`config.mk`:
```
export PLATFORM = sky130hd
export DESIGN_NAME = lcd_timing_gen
export DESIGN_NICKNAME = d
export VERILOG_FILES = /design/src/rtl/lcd_timing_pkg.sv /design/src/rtl/lcd_axis_counter.sv /design/src/rtl/lcd_timing_gen.sv
export SDC_FILE = /design/constraint.sdc
export NUM_CORES = 1
export LEC_CHECK = 0
export BUFFER_PORTS_ARGS = -buffer_cell sky130_fd_sc_hd__buf_2
export CORE_UTILIZATION = 45
export CTS_CLUSTER_DIAMETER = 60
export DETAILED_ROUTE_END_ITERATION = 10
export PLACE_DENSITY = 0.78
export SKIP_LAST_GASP = 1
export SYNTH_ARGS = -nofsm -noshare
export SYNTH_HDL_FRONTEND = slang
export SYNTH_SLANG_ARGS = --single-unit
export TNS_END_PERCENT = 50
```
`constraint.sdc`:
```
create_clock -name clk -period 1.86 [get_ports clk]
set_input_delay 0.186 -clock clk [delete_from_list [all_inputs] [get_ports clk]]
set_output_delay 0.186 -clock clk [all_outputs]
set_load 0.01 [all_outputs]
```
`src/rtl/lcd_timing_pkg.sv`:
```
// Shared timing definitions for the LCD timing generator: the 800x480 panel
// defaults and the per-axis timing struct consumed by lcd_axis_counter.
package lcd_timing_pkg;

    typedef struct packed {
        int active;
        int front;
        int sync;
        int back;
    } axis_timing_t;

    localparam int DEF_H_ACTIVE = 800;
    localparam int DEF_H_FRONT  = 210;
    localparam int DEF_H_SYNC   = 1;
    localparam int DEF_H_BACK   = 182;
    localparam int DEF_V_ACTIVE = 480;
    localparam int DEF_V_FRONT  = 45;
    localparam int DEF_V_SYNC   = 5;
    localparam int DEF_V_BACK   = 12;

    localparam axis_timing_t DEF_H_TIMING = '{
        active: DEF_H_ACTIVE, front: DEF_H_FRONT, sync: DEF_H_SYNC, back: DEF_H_BACK};
    localparam axis_timing_t DEF_V_TIMING = '{
        active: DEF_V_ACTIVE, front: DEF_V_FRONT, sync: DEF_V_SYNC, back: DEF_V_BACK};

    function automatic int axis_total(axis_timing_t t);
        return t.active + t.front + t.sync + t.back;
    endfunction

endpackage

```
`src/rtl/lcd_axis_counter.sv`:
```
// One timing axis: a wrap counter (enable + carry-in, carry-out on wrap) with
// decode of the active window and the sync window.
module lcd_axis_counter
    import lcd_timing_pkg::*;
#(
    parameter axis_timing_t TIMING = DEF_H_TIMING,
    parameter int           W      = 10
) (
    input  logic         clk,
    input  logic         rst_n,
    input  logic         en,
    input  logic         carry_in,
    output logic [W-1:0] cnt,
    output logic         carry_out,
    output logic         active,
    output logic         sync
);

    localparam int TOTAL   = axis_total(TIMING);
    localparam int SYNC_LO = TIMING.active + TIMING.front;
    localparam int SYNC_HI = SYNC_LO + TIMING.sync;

    // Window bounds carry one spare bit: SYNC_HI may equal TOTAL == 2**W.
    localparam logic [W-1:0] LAST       = W'(TOTAL - 1);
    localparam logic [W:0]   ACTIVE_END = (W+1)'(TIMING.active);
    localparam logic [W:0]   SYNC_START = (W+1)'(SYNC_LO);
    localparam logic [W:0]   SYNC_END   = (W+1)'(SYNC_HI);

    logic [W:0] cnt_ext;

    assign cnt_ext   = {1'b0, cnt};
    assign carry_out = carry_in && (cnt == LAST);
    assign active    = (cnt_ext < ACTIVE_END);
    assign sync      = (cnt_ext >= SYNC_START) && (cnt_ext < SYNC_END);

    always_ff @(posedge clk or negedge rst_n) begin
        if (!rst_n) begin
            cnt <= '0;
        end else if (en && carry_in) begin
            cnt <= carry_out ? '0 : cnt + 1'b1;
        end
    end

endmodule

```
`src/rtl/lcd_timing_gen.sv`:
```
// LCD panel timing generator: pixel/line counters, coordinate request, and a
// one-cycle registered panel stage. Define LCD_TIMING_GEN_MIRROR_EN for mirroring.
module lcd_timing_gen
    import lcd_timing_pkg::*;
#(
    parameter int H_ACTIVE = DEF_H_ACTIVE,
    parameter int H_FRONT  = DEF_H_FRONT,
    parameter int H_SYNC   = DEF_H_SYNC,
    parameter int H_BACK   = DEF_H_BACK,
    parameter int V_ACTIVE = DEF_V_ACTIVE,
    parameter int V_FRONT  = DEF_V_FRONT,
    parameter int V_SYNC   = DEF_V_SYNC,
    parameter int V_BACK   = DEF_V_BACK,
    parameter int HS_POL   = 0,
    parameter int VS_POL   = 0,
    parameter int W_RED    = 5,
    parameter int W_GREEN  = 6,
    parameter int W_BLUE   = 5,
    parameter int W_X      = $clog2(H_ACTIVE),
    parameter int W_Y      = $clog2(V_ACTIVE)
) (
    input  logic               clk,
    input  logic               rst_n,
    input  logic               pixel_en,
    input  logic               mirror_x,
    input  logic               mirror_y,
    output logic [W_X-1:0]     x,
    output logic [W_Y-1:0]     y,
    output logic               coord_valid,
    input  logic [W_RED-1:0]   red_in,
    input  logic [W_GREEN-1:0] green_in,
    input  logic [W_BLUE-1:0]  blue_in,
    output logic [W_RED-1:0]   lcd_r,
    output logic [W_GREEN-1:0] lcd_g,
    output logic [W_BLUE-1:0]  lcd_b,
    output logic               lcd_de,
    output logic               lcd_hs,
    output logic               lcd_vs,
    output logic               frame_start,
    output logic               line_start
);

    localparam axis_timing_t H_TIM = '{
        active: H_ACTIVE, front: H_FRONT, sync: H_SYNC, back: H_BACK};
    localparam axis_timing_t V_TIM = '{
        active: V_ACTIVE, front: V_FRONT, sync: V_SYNC, back: V_BACK};

    localparam int   W_H   = $clog2(axis_total(H_TIM));
    localparam int   W_V   = $clog2(axis_total(V_TIM));
    localparam logic HS_ON = (HS_POL != 0);
    localparam logic VS_ON = (VS_POL != 0);

    if (H_ACTIVE < 1 || H_SYNC < 1 || V_ACTIVE < 1 || V_SYNC < 1 ||
        H_FRONT < 0 || H_BACK < 0 || V_FRONT < 0 || V_BACK < 0) begin : g_bad_timing
        $error("lcd_timing_gen: active and sync lengths must be >= 1, porches >= 0");
    end

    logic [W_H-1:0] h_cnt;
    logic [W_V-1:0] v_cnt;
    logic           h_wrap;
    logic           h_active;
    logic           h_sync;
    logic           v_active;
    logic           v_sync;
    logic           v_wrap_unused;

    lcd_axis_counter #(.TIMING(H_TIM), .W(W_H)) u_h_counter (
        .clk       (clk),
        .rst_n     (rst_n),
        .en        (pixel_en),
        .carry_in  (1'b1),
        .cnt       (h_cnt),
        .carry_out (h_wrap),
        .active    (h_active),
        .sync      (h_sync)
    );

    lcd_axis_counter #(.TIMING(V_TIM), .W(W_V)) u_v_counter (
        .clk       (clk),
        .rst_n     (rst_n),
        .en        (pixel_en),
        .carry_in  (h_wrap),
        .cnt       (v_cnt),
        .carry_out (v_wrap_unused),
        .active    (v_active),
        .sync      (v_sync)
    );

    // Strobes are gated by rst_n so they read 0 while reset is held at the origin.
    assign coord_valid = h_active && v_active;
    assign frame_start = rst_n && pixel_en && (h_cnt == '0) && (v_cnt == '0);
    assign line_start  = rst_n && pixel_en && (h_cnt == '0) && v_active;

`ifdef LCD_TIMING_GEN_MIRROR_EN
    localparam logic [W_X-1:0] X_LAST = W_X'(H_ACTIVE - 1);
    localparam logic [W_Y-1:0] Y_LAST = W_Y'(V_ACTIVE - 1);

    logic mirror_x_q;
    logic mirror_y_q;
    logic mirror_x_eff;
    logic mirror_y_eff;

    always_ff @(posedge clk or negedge rst_n) begin
        if (!rst_n) begin
            mirror_x_q <= 1'b0;
            mirror_y_q <= 1'b0;
        end else if (frame_start) begin
            mirror_x_q <= mirror_x;
            mirror_y_q <= mirror_y;
        end
    end

    // Bypass the latch on the frame_start cycle so the new setting covers pixel (0,0).
    assign mirror_x_eff = frame_start ? mirror_x : mirror_x_q;
    assign mirror_y_eff = frame_start ? mirror_y : mirror_y_q;
    assign x = mirror_x_eff ? X_LAST - h_cnt[W_X-1:0] : h_cnt[W_X-1:0];
    assign y = mirror_y_eff ? Y_LAST - v_cnt[W_Y-1:0] : v_cnt[W_Y-1:0];
`else
    logic mirror_unused;

    assign mirror_unused = mirror_x ^ mirror_y;
    assign x = h_cnt[W_X-1:0];
    assign y = v_cnt[W_Y-1:0];
`endif

    always_ff @(posedge clk or negedge rst_n) begin
        if (!rst_n) begin
            lcd_de <= 1'b0;
            lcd_r  <= '0;
            lcd_g  <= '0;
            lcd_b  <= '0;
            lcd_hs <= !HS_ON;
            lcd_vs <= !VS_ON;
        end else if (pixel_en) begin
            lcd_de <= coord_valid;
            lcd_r  <= coord_valid ? red_in   : '0;
            lcd_g  <= coord_valid ? green_in : '0;
            lcd_b  <= coord_valid ? blue_in  : '0;
            lcd_hs <= h_sync ? HS_ON : !HS_ON;
            lcd_vs <= v_sync ? VS_ON : !VS_ON;
        end
    end

endmodule

```
==> summary.txt, run 1 <==
I/O Buffers -> 59
Async S/R FF share, synth -> 1.00
Final setup margin -> -0.0631 ns
Max clock buf depth -> 2
Die Footprint -> 0.00532 mm²
Area growth syn-to-layout -> 28.3%
Initial core utilization -> 0.473
All-Layer GR Usage -> 0.202
# nets final -> 314
Most common flop cell mapped by yosys -> dfrtp_1
Num CTS Buffers -> 5
Most frequent cell after synthesis -> dfrtp_1
Diode count -> 0
Post-synth top area cell -> dfrtp_1
Avg WL per Cell -> 14.9 µm
Die H -> 73.0 µm
Final hold violation count -> 0
Net count after synthesis -> 243
Iter 0 DRT Violations -> 163
Post-synth top area share -> 0.420
Post-DP HPWL -> 3.43 mm
Clock slew at reported path FFs -> 0.08 ns
# DRC -> 0
First-pass GRT wire length -> 8.09 mm
Post-placement cell count -> 333
Crit start category -> flop
Root Driver -> clkbuf_8
Max_slew headroom -> 0.667
Peak VDD IR -> 0.373 mV
Sequential fraction of the synthesis area -> 0.443
Number of global-route vias before repair -> 1688
Layout cells sized above 1 -> 0.456
Post-Layout Cell Count -> 354
Failing checks -> setup timing
Chip width -> 73.0 µm
Drt pass-1 iters -> 4
Synth warnings -> 0
Pin count of the biggest net entering global routing -> 41
Setup crit end kind -> output pin
Achievable frequency -> 520 MHz
Worst EP required -> 1.67 ns
Leak pwr -> 1.40 nW
Status -> finished, violations left
Commonest cells in the netlist -> 38 x dfrtp_1, 26 x nand2_1, 19 x buf_4
Post-layout instance area -> 0.00291 mm²
DR vias -> 1884
Clock Latency Late Sink -> 0.30 ns
Final worst path period share -> 1.03
Clk sinks -> 40
CP Class -> reg -> out
EDFF count, synth -> 0
Area contributors post-synth -> dfrtp_1 42%, o2bb2ai_2 6.6%, buf_4 6.3%
#FFs+latches synth -> 40
RSZ-0062 raised after global routing -> yes
Pre-CTS setup slack -> 0.0771 ns
Worst Tran Pin Value -> 0.499 ns
Avg Inst Size Synth -> 10.5 µm²
Area of the core -> 0.00479 mm²
Antenna viol nets, final -> 0
Cell Area, Synth -> 0.00227 mm²
Area after DPL -> 0.00259 mm²
Hold Path Class -> in -> reg
Antenna violations before repair -> 0
Final hold slack -> 0.109 ns
Pins Over Slew Limit -> 0
Netlist cell types -> 54
Time the worst path needs with I/O delays and setup -> 1.92 ns
Clock Skews -> 0.00797 ns
CTS tree -> built
Vias per std cell -> 5.32
Endpoints failing setup -> 3
Arr. time, crit path -> 1.74 ns
Gp weighted congestion -> 0.833
H-tree depth -> 2
Synth Instances -> 215
Crit-path max FO -> 2
Row Count -> 25
Pwr Density -> 838 mW/mm²
Drt total wl -> 5.26 mm
Num ports -> 62
Total of max-cap violations -> 0
GRT Residual Overflow -> 0
metal layers:
metal	up-vias	track usage	part of all wire
met2	56	0.326	0.51
li1	897	-	-
met4	0	0.0806	0.018
met5	-	0	0
met1	922	0.263	0.43
met3	9	0.0442	0.041
worst max-delay path: stages (launching register included):
cell	delay [ns]
dfrtp_2	0.43
nor3_4	0.26
nor2b_4	0.06
or4_4	0.51
inv_2	0.09
buf_6	0.10
path summary, 6_finish.rpt:
kind	start	to	slack, ns	cells past startpoint
worst min-delay path	green_in[0]	lcd_g[0]	0.11	3
worst max-delay path	u_h_counter.cnt[7]	coord_valid	-0.06	5
min in group asynchronous	rst_n	lcd_g[0]	0.53	3
max in group asynchronous	rst_n	u_h_counter.cnt[7]	0.96	3
worst min register to register	lcd_g[1]	lcd_g[1]	0.49	1
worst max register to register	u_h_counter.cnt[1]	u_v_counter.cnt[0]	0.01	8
cells by family (layout without fill, tap and decap cells):
family | after synthesis | after routing | synth area share
buf+inv | 36 | 108 | 0.103
fa+ha+maj | 7 | 7 | 0.0387
flops | 40 | 40 | 0.443
simple gates | 81 | 81 | 0.202
mux | 4 | 4 | 0.0193
compound gates | 39 | 39 | 0.164
xor+xnor | 8 | 8 | 0.0309
per-stage QoR:
stage | power, mW | TNS (ns) | utilization
after floorplan | 1.40 | 0 | -
after global routing | 2.55 | -0.780 | 0.608
after CTS | 2.40 | -0.168 | 0.590
after global placement | 1.58 | 0 | 0.541
after detailed placement | 1.59 | 0 | 0.541
final | 2.44 | -0.119 | 0.608
placed cells by master, fill, tap and decap left out, types with 4 or more instances in the layout:
cell type	netlist	routed
nand2_1	26	26
inv_1	7	5
dfrtp_1	38	36
o21ai_1	5	5
nor2_1	10	10
buf_4	19	27
o2bb2ai_1	6	6
and3_1	4	4
buf_2	2	59
ha_1	7	6
nand4_1	6	6
o2bb2ai_2	10	10
clkbuf_8	0	6
xnor2_1	5	5
nand3_1	13	13
layout make-up:
type | count | area (µm²)
multi-input cells | 139 | 1100
flip-flops and latches | 40 | 1010
well taps | 67 | 83.8
clock inverters | 2 | 38.8
clock buffers | 6 | 82.6
repair buffers | 91 | 562
inverters | 9 | 33.8
fillers | 419 | 1880
where the power goes:
part	total [mW]	leakage, nW	internal [mW]	switching (mW)
registers	1.03	0.494	0.954	0.0803
clock network	0.754	0.0614	0.439	0.315
logic	0.650	0.845	0.319	0.330
total	2.44	1.40	1.71	0.726
flip-flops by register name (all words and copies together) (netlist names):
register	count
u_h_counter.cnt	11
u_v_counter.cnt	10
lcd_g	6
lcd_b	5
lcd_r	5
lcd_de	1
lcd_hs	1
lcd_vs	1
repair_timing:
action	in CTS	in global routing
hold endpoints to repair	38	0
pin swaps	6	8
buffers inserted	8	4
hold buffers	1	0
resized for setup	10	9
endpoints found under the setup margin	3	22
cloned	0	1
Power figures use the tool's default switching activity.
==> run 2, diff against run 1 <==
Settings changed: CORE_UTILIZATION 45 to 47, PLACE_DENSITY 0.78 to 0.81.
==> run 2 against run 1 <==
The run still ends with setup timing left. Cell area fell by 4.7%. Count of clock-buffer cells in the layout fell by 1. Hold slack got worse by 0.0010 ns. Sequential power barely moved.
==> summary.txt, run 2 (synthesized netlist as in run 1, its figures left out) <==
I/O Buffers -> 59
Area of the core -> 0.00450 mm²
Root Driver -> clkbuf_8
Total of max-cap violations -> 0
Final setup margin -> -0.0345 ns
GRT Residual Overflow -> 0
Pins Over Slew Limit -> 0
# DRC -> 0
Arr. time, crit path -> 1.71 ns
Die H -> 71.4 µm
Worst EP required -> 1.67 ns
Hold Path Class -> in -> reg
Iter 0 DRT Violations -> 115
Drt pass-1 iters -> 4
Chip width -> 71.4 µm
Setup crit end kind -> output pin
CP Class -> reg -> out
Num ports -> 62
Num CTS Buffers -> 5
Crit-path max FO -> 3
Row Count -> 24
Final worst path period share -> 1.02
Most frequent cells in the layout -> 58 x buf_2, 35 x dfrtp_1, 26 x nand2_1
Die Footprint -> 0.00510 mm²
Wl on met1 -> 2.28 mm
CTS tree -> built
RSZ-0062 raised after global routing -> yes
Area of the multi-input gates -> 0.00106 mm²
Max reg flops -> 11
First-pass GRT wire length -> 7.87 mm
Gp weighted congestion -> 0.837
Met3 wire length -> 204 µm
All-Layer GR Usage -> 0.198
Peak VDD IR -> 0.510 mV
Max clock buf depth -> 2
Final core occ -> 0.615
Pwr Density -> 852 mW/mm²
Top Metal Used -> met4
Initial core utilization -> 0.503
Met2 WL -> 2.46 mm
Drt total wl -> 5.00 mm
Final hold violation count -> 0
Diode count -> 0
Clock slew at reported path FFs -> 0.09 ns
Reg area -> 0.00101 mm²
Pre-CTS setup slack -> 0.0796 ns
Pin count of the biggest net entering global routing -> 41
Regs by FF count -> u_h_counter.cnt (11), u_v_counter.cnt (10), lcd_g (6)
Vias per std cell -> 5.56
Clock Skews -> 0.00828 ns
H-tree depth -> 2
Layout cells sized above 1 -> 0.430
Commonest non-fill, non-tap cell in the layout -> buf_2
Status -> finished, violations left
Top reg by flops -> u_h_counter.cnt
Number of global-route vias before repair -> 1697
DR vias -> 1839
# nets final -> 306
Crit start category -> flop
Achievable frequency -> 528 MHz
Antenna violations before repair -> 0
Max_slew headroom -> 0.662
Area growth syn-to-layout -> 22.3%
Endpoints failing setup -> 1
Clk sinks -> 40
Failing checks -> setup timing
Filler cell count -> 383
Post-DP HPWL -> 3.31 mm
Time the worst path needs with I/O delays and setup -> 1.89 ns
Antenna viol nets, final -> 0
Clock Latency Late Sink -> 0.30 ns
Avg WL per Cell -> 15.1 µm
Worst Tran Pin Value -> 0.507 ns
Leak pwr -> 1.32 nW
[run 2: metal layers]
layer / up-vias / GRT usage
met5: - / 0
met4: 0 / 0.0689
met3: 8 / 0.0394
met2: 47 / 0.316
met1: 911 / 0.269
li1: 873 / -
[run 2: worst paths after layout]
kind                                     from                  to  slack, ns  depth (start not counted)
setup / recovery           u_h_counter.cnt[8]         coord_valid      -0.03                          5
hold / removal                    green_in[0]            lcd_g[0]       0.11                          3
max in group asynchronous               rst_n              lcd_vs       0.98                          3
min in group asynchronous               rst_n  u_h_counter.cnt[6]       0.50                          3
hold reg to reg                      lcd_b[0]            lcd_b[0]       0.49                          1
setup reg to reg           u_h_counter.cnt[8]            lcd_r[1]       0.06                          6
[run 2: critical path: stages (launching register included)]
cell,delay [ns]
dfrtp_2,0.42
and2_4,0.16
nor2b_1,0.13
or4_4,0.52
inv_2,0.08
buf_6,0.09
[run 2: metrics by stage]
step	total power [mW]	cells	instance area, µm²	TNS [ns]	hold WS [ns]
floorplan	1.40	215	2270	0	-0.110
global placement	1.58	316	2550	0	0.316
finish	2.36	331	2770	-0.0345	0.108
CTS	2.35	329	2720	-0.121	0.102
detailed placement	1.59	316	2550	0	0.310
global route	2.47	331	2770	-0.245	0.106
[run 2: layout make-up]
| cell class | count | area share |
|---|---|---|
| multi-input combinational | 139 | 0.382 |
| sequential | 40 | 0.364 |
| timing repair buffer | 83 | 0.178 |
| clock buffer | 5 | 0.0248 |
| tap | 52 | 0.0235 |
| clock inverter | 3 | 0.0167 |
| inverter | 9 | 0.0122 |
[run 2: repair_timing]
action	in CTS	in global routing
resized for setup	3	9
setup endpoints to repair	3	13
hold endpoints to repair	38	0
pin swaps	2	5
setup buffers	4	2
hold buffers	1	0
[run 2: power breakdown]
group	leakage (nW)	switching, mW	internal, mW	total (mW)
clock	0.0548	0.337	0.404	0.741
sequential	0.492	0.0794	0.954	1.03
combinational	0.770	0.301	0.284	0.584
total	1.32	0.717	1.64	2.36
==> run 3, diff against run 2 <==
Settings changed: BUFFER_PORTS_ARGS -buffer_cell sky130_fd_sc_hd__buf_2 to -buffer_cell sky130_fd_sc_hd__buf_4, CORE_ASPECT_RATIO set to 1.5.
==> run 3 against run 2 <==
The flow still finishes with violations (setup timing). Sequential share of layout area fell by 2.3 points. Clock skew barely moved. Cell area rose by 6.8%. Register-to-register slack barely moved. Non-clock buffer count rose by 5. Combinational power rose by 11%. Utilization rose by 3.1 points. Critical path type unchanged. Critical endpoint unchanged.
==> summary.txt, run 3 (synthesized netlist as in run 1, its figures left out) <==
Status -> finished, violations left
Failing checks -> setup timing
Crit start category -> flop
Reg-to-Reg Start -> u_h_counter.cnt[9]
Gp weighted congestion -> 0.889
Pwr Density -> 773 mW/mm²
Most Crowded Layer GR -> met2
Clock slew at reported path FFs -> 0.08 ns
H-tree depth -> 2
Post-DP HPWL -> 3.65 mm
GRT Residual Overflow -> 0
Worst Tran Pin Value -> 0.513 ns
Clk sinks -> 40
Final hold violation count -> 0
Arr. time, crit path -> 1.73 ns
Filler cell count -> 391
Pin count of the biggest net entering global routing -> 41
Setup crit end kind -> output pin
GR Layer Usage met2 -> 0.373
DR vias -> 1872
First-pass GRT wire length -> 8.33 mm
Vias per std cell -> 5.38
CTS tree -> built
Layout cells sized above 1 -> 0.437
Peak VDD IR -> 0.365 mV
Met3 Track Usage GR -> 0.0416
Diode count -> 0
Num ports -> 62
Num CTS Buffers -> 5
Final worst path period share -> 1.03
Setup slack, reg-to-reg -> 0.05 ns
Initial core utilization -> 0.495
Chip width -> 58.7 µm
Total Power -> 2.29 mW
Most frequent cells in the layout -> 83 x buf_4, 35 x dfrtp_1, 26 x nand2_1
Die Footprint -> 0.00511 mm²
Time the worst path needs with I/O delays and setup -> 1.92 ns
# DRC -> 0
Max reg flops -> 11
Row Count -> 30
Antenna violations before repair -> 0
Top reg by flops -> u_h_counter.cnt
Hold Path Class -> in -> reg
Avg WL per Cell -> 15.2 µm
Total of max-cap violations -> 0
I/O Buffers -> 59
Leak pwr -> 1.38 nW
Pins Over Slew Limit -> 0
Max_slew headroom -> 0.658
Iter 0 DRT Violations -> 42
Number of global-route vias before repair -> 1797
Worst EP required -> 1.67 ns
Hold path start -> blue_in[1]
Final setup margin -> -0.0557 ns
Area of the core -> 0.00458 mm²
Drt pass-1 iters -> 4
Crit-path max FO -> 2
Achievable frequency -> 522 MHz
Regs by FF count -> u_h_counter.cnt (11), u_v_counter.cnt (10), lcd_g (6)
Endpoints failing setup -> 2
Die H -> 87.0 µm
Area growth syn-to-layout -> 30.6%
Setup TNS -> -0.0704 ns
Clock Skews -> 0.00856 ns
Commonest non-fill, non-tap cell in the layout -> buf_4
# nets final -> 311
Root Driver -> clkbuf_8
Crit path from -> u_h_counter.cnt[8]
CP Class -> reg -> out
Met1 usage -> 0.245
Antenna viol nets, final -> 0
Max clock buf depth -> 2
RSZ-0062 raised after global routing -> yes
Clock Latency Late Sink -> 0.30 ns
All-Layer GR Usage -> 0.215
Drt total wl -> 5.29 mm
## run 3: cell count changes in the layout (fill, tap and decap cells not counted), sizes merged
cell    previous run  this run
buf               82        87
clkbuf             5         7
bufinv             1         0
inv                9         8
## run 3: routing by layer
metal	wire [µm]	part of all wire
met2	2840	0.54
met1	2010	0.38
met3	280	0.053
met5	0	0
met4	146	0.028
## run 3: worst paths after layout
kind,endpoint,depth (start not counted)
worst max register to register,u_v_counter.cnt[7],7
worst min-delay path,lcd_b[1],3
worst max-delay path,coord_valid,5
max in group asynchronous,u_h_counter.cnt[8],3
worst min register to register,lcd_b[1],1
min in group asynchronous,u_h_counter.cnt[6],3
## run 3: power breakdown
| group | total, mW | switching, mW | leakage [nW] | internal [mW] |
|---|---|---|---|---|
| sequential | 1.03 | 0.0796 | 0.493 | 0.955 |
| combinational | 0.648 | 0.306 | 0.846 | 0.342 |
| clock | 0.607 | 0.305 | 0.0445 | 0.301 |
| total | 2.29 | 0.691 | 1.38 | 1.60 |
## run 3: through the flow
stage | setup WS [ns] | area [µm²] | hold slack (ns) | instances | utilization
after floorplan | 0.0922 | 2270 | -0.110 | 215 | -
after global placement | 0.158 | 2710 | 0.295 | 325 | 0.591
after detailed placement | 0.105 | 2710 | 0.296 | 325 | 0.591
after CTS | -0.0475 | 2860 | 0.120 | 340 | 0.625
after global routing | -0.106 | 2960 | 0.121 | 348 | 0.646
final | -0.0557 | 2960 | 0.120 | 348 | 0.646
## run 3: what timing repair did
action | CTS | global route
pin swaps | 2 | 4
resized for setup | 4 | 8
hold buffers | 1 | 0
endpoints found under the setup margin | 3 | 5
setup buffers | 6 | 8
endpoints found under the hold margin | 38 | 0
## run 3: layout make-up
class	count	area, µm²	share of cell area
clock inverters	1	7.51	0.00254
well taps	64	80.1	0.0271
inverters	9	33.8	0.0114
clock buffers	7	86.3	0.0292
repair buffers	88	687	0.232
multi-input cells	139	1060	0.357
flip-flops and latches	40	1010	0.340
## run 3: worst max-delay path, cell delays in order, from the launching register on
cell,delay [ns]
dfrtp_2,0.42
and2_4,0.17
nor2b_1,0.12
or4_4,0.55
inv_2,0.08
buf_6,0.09
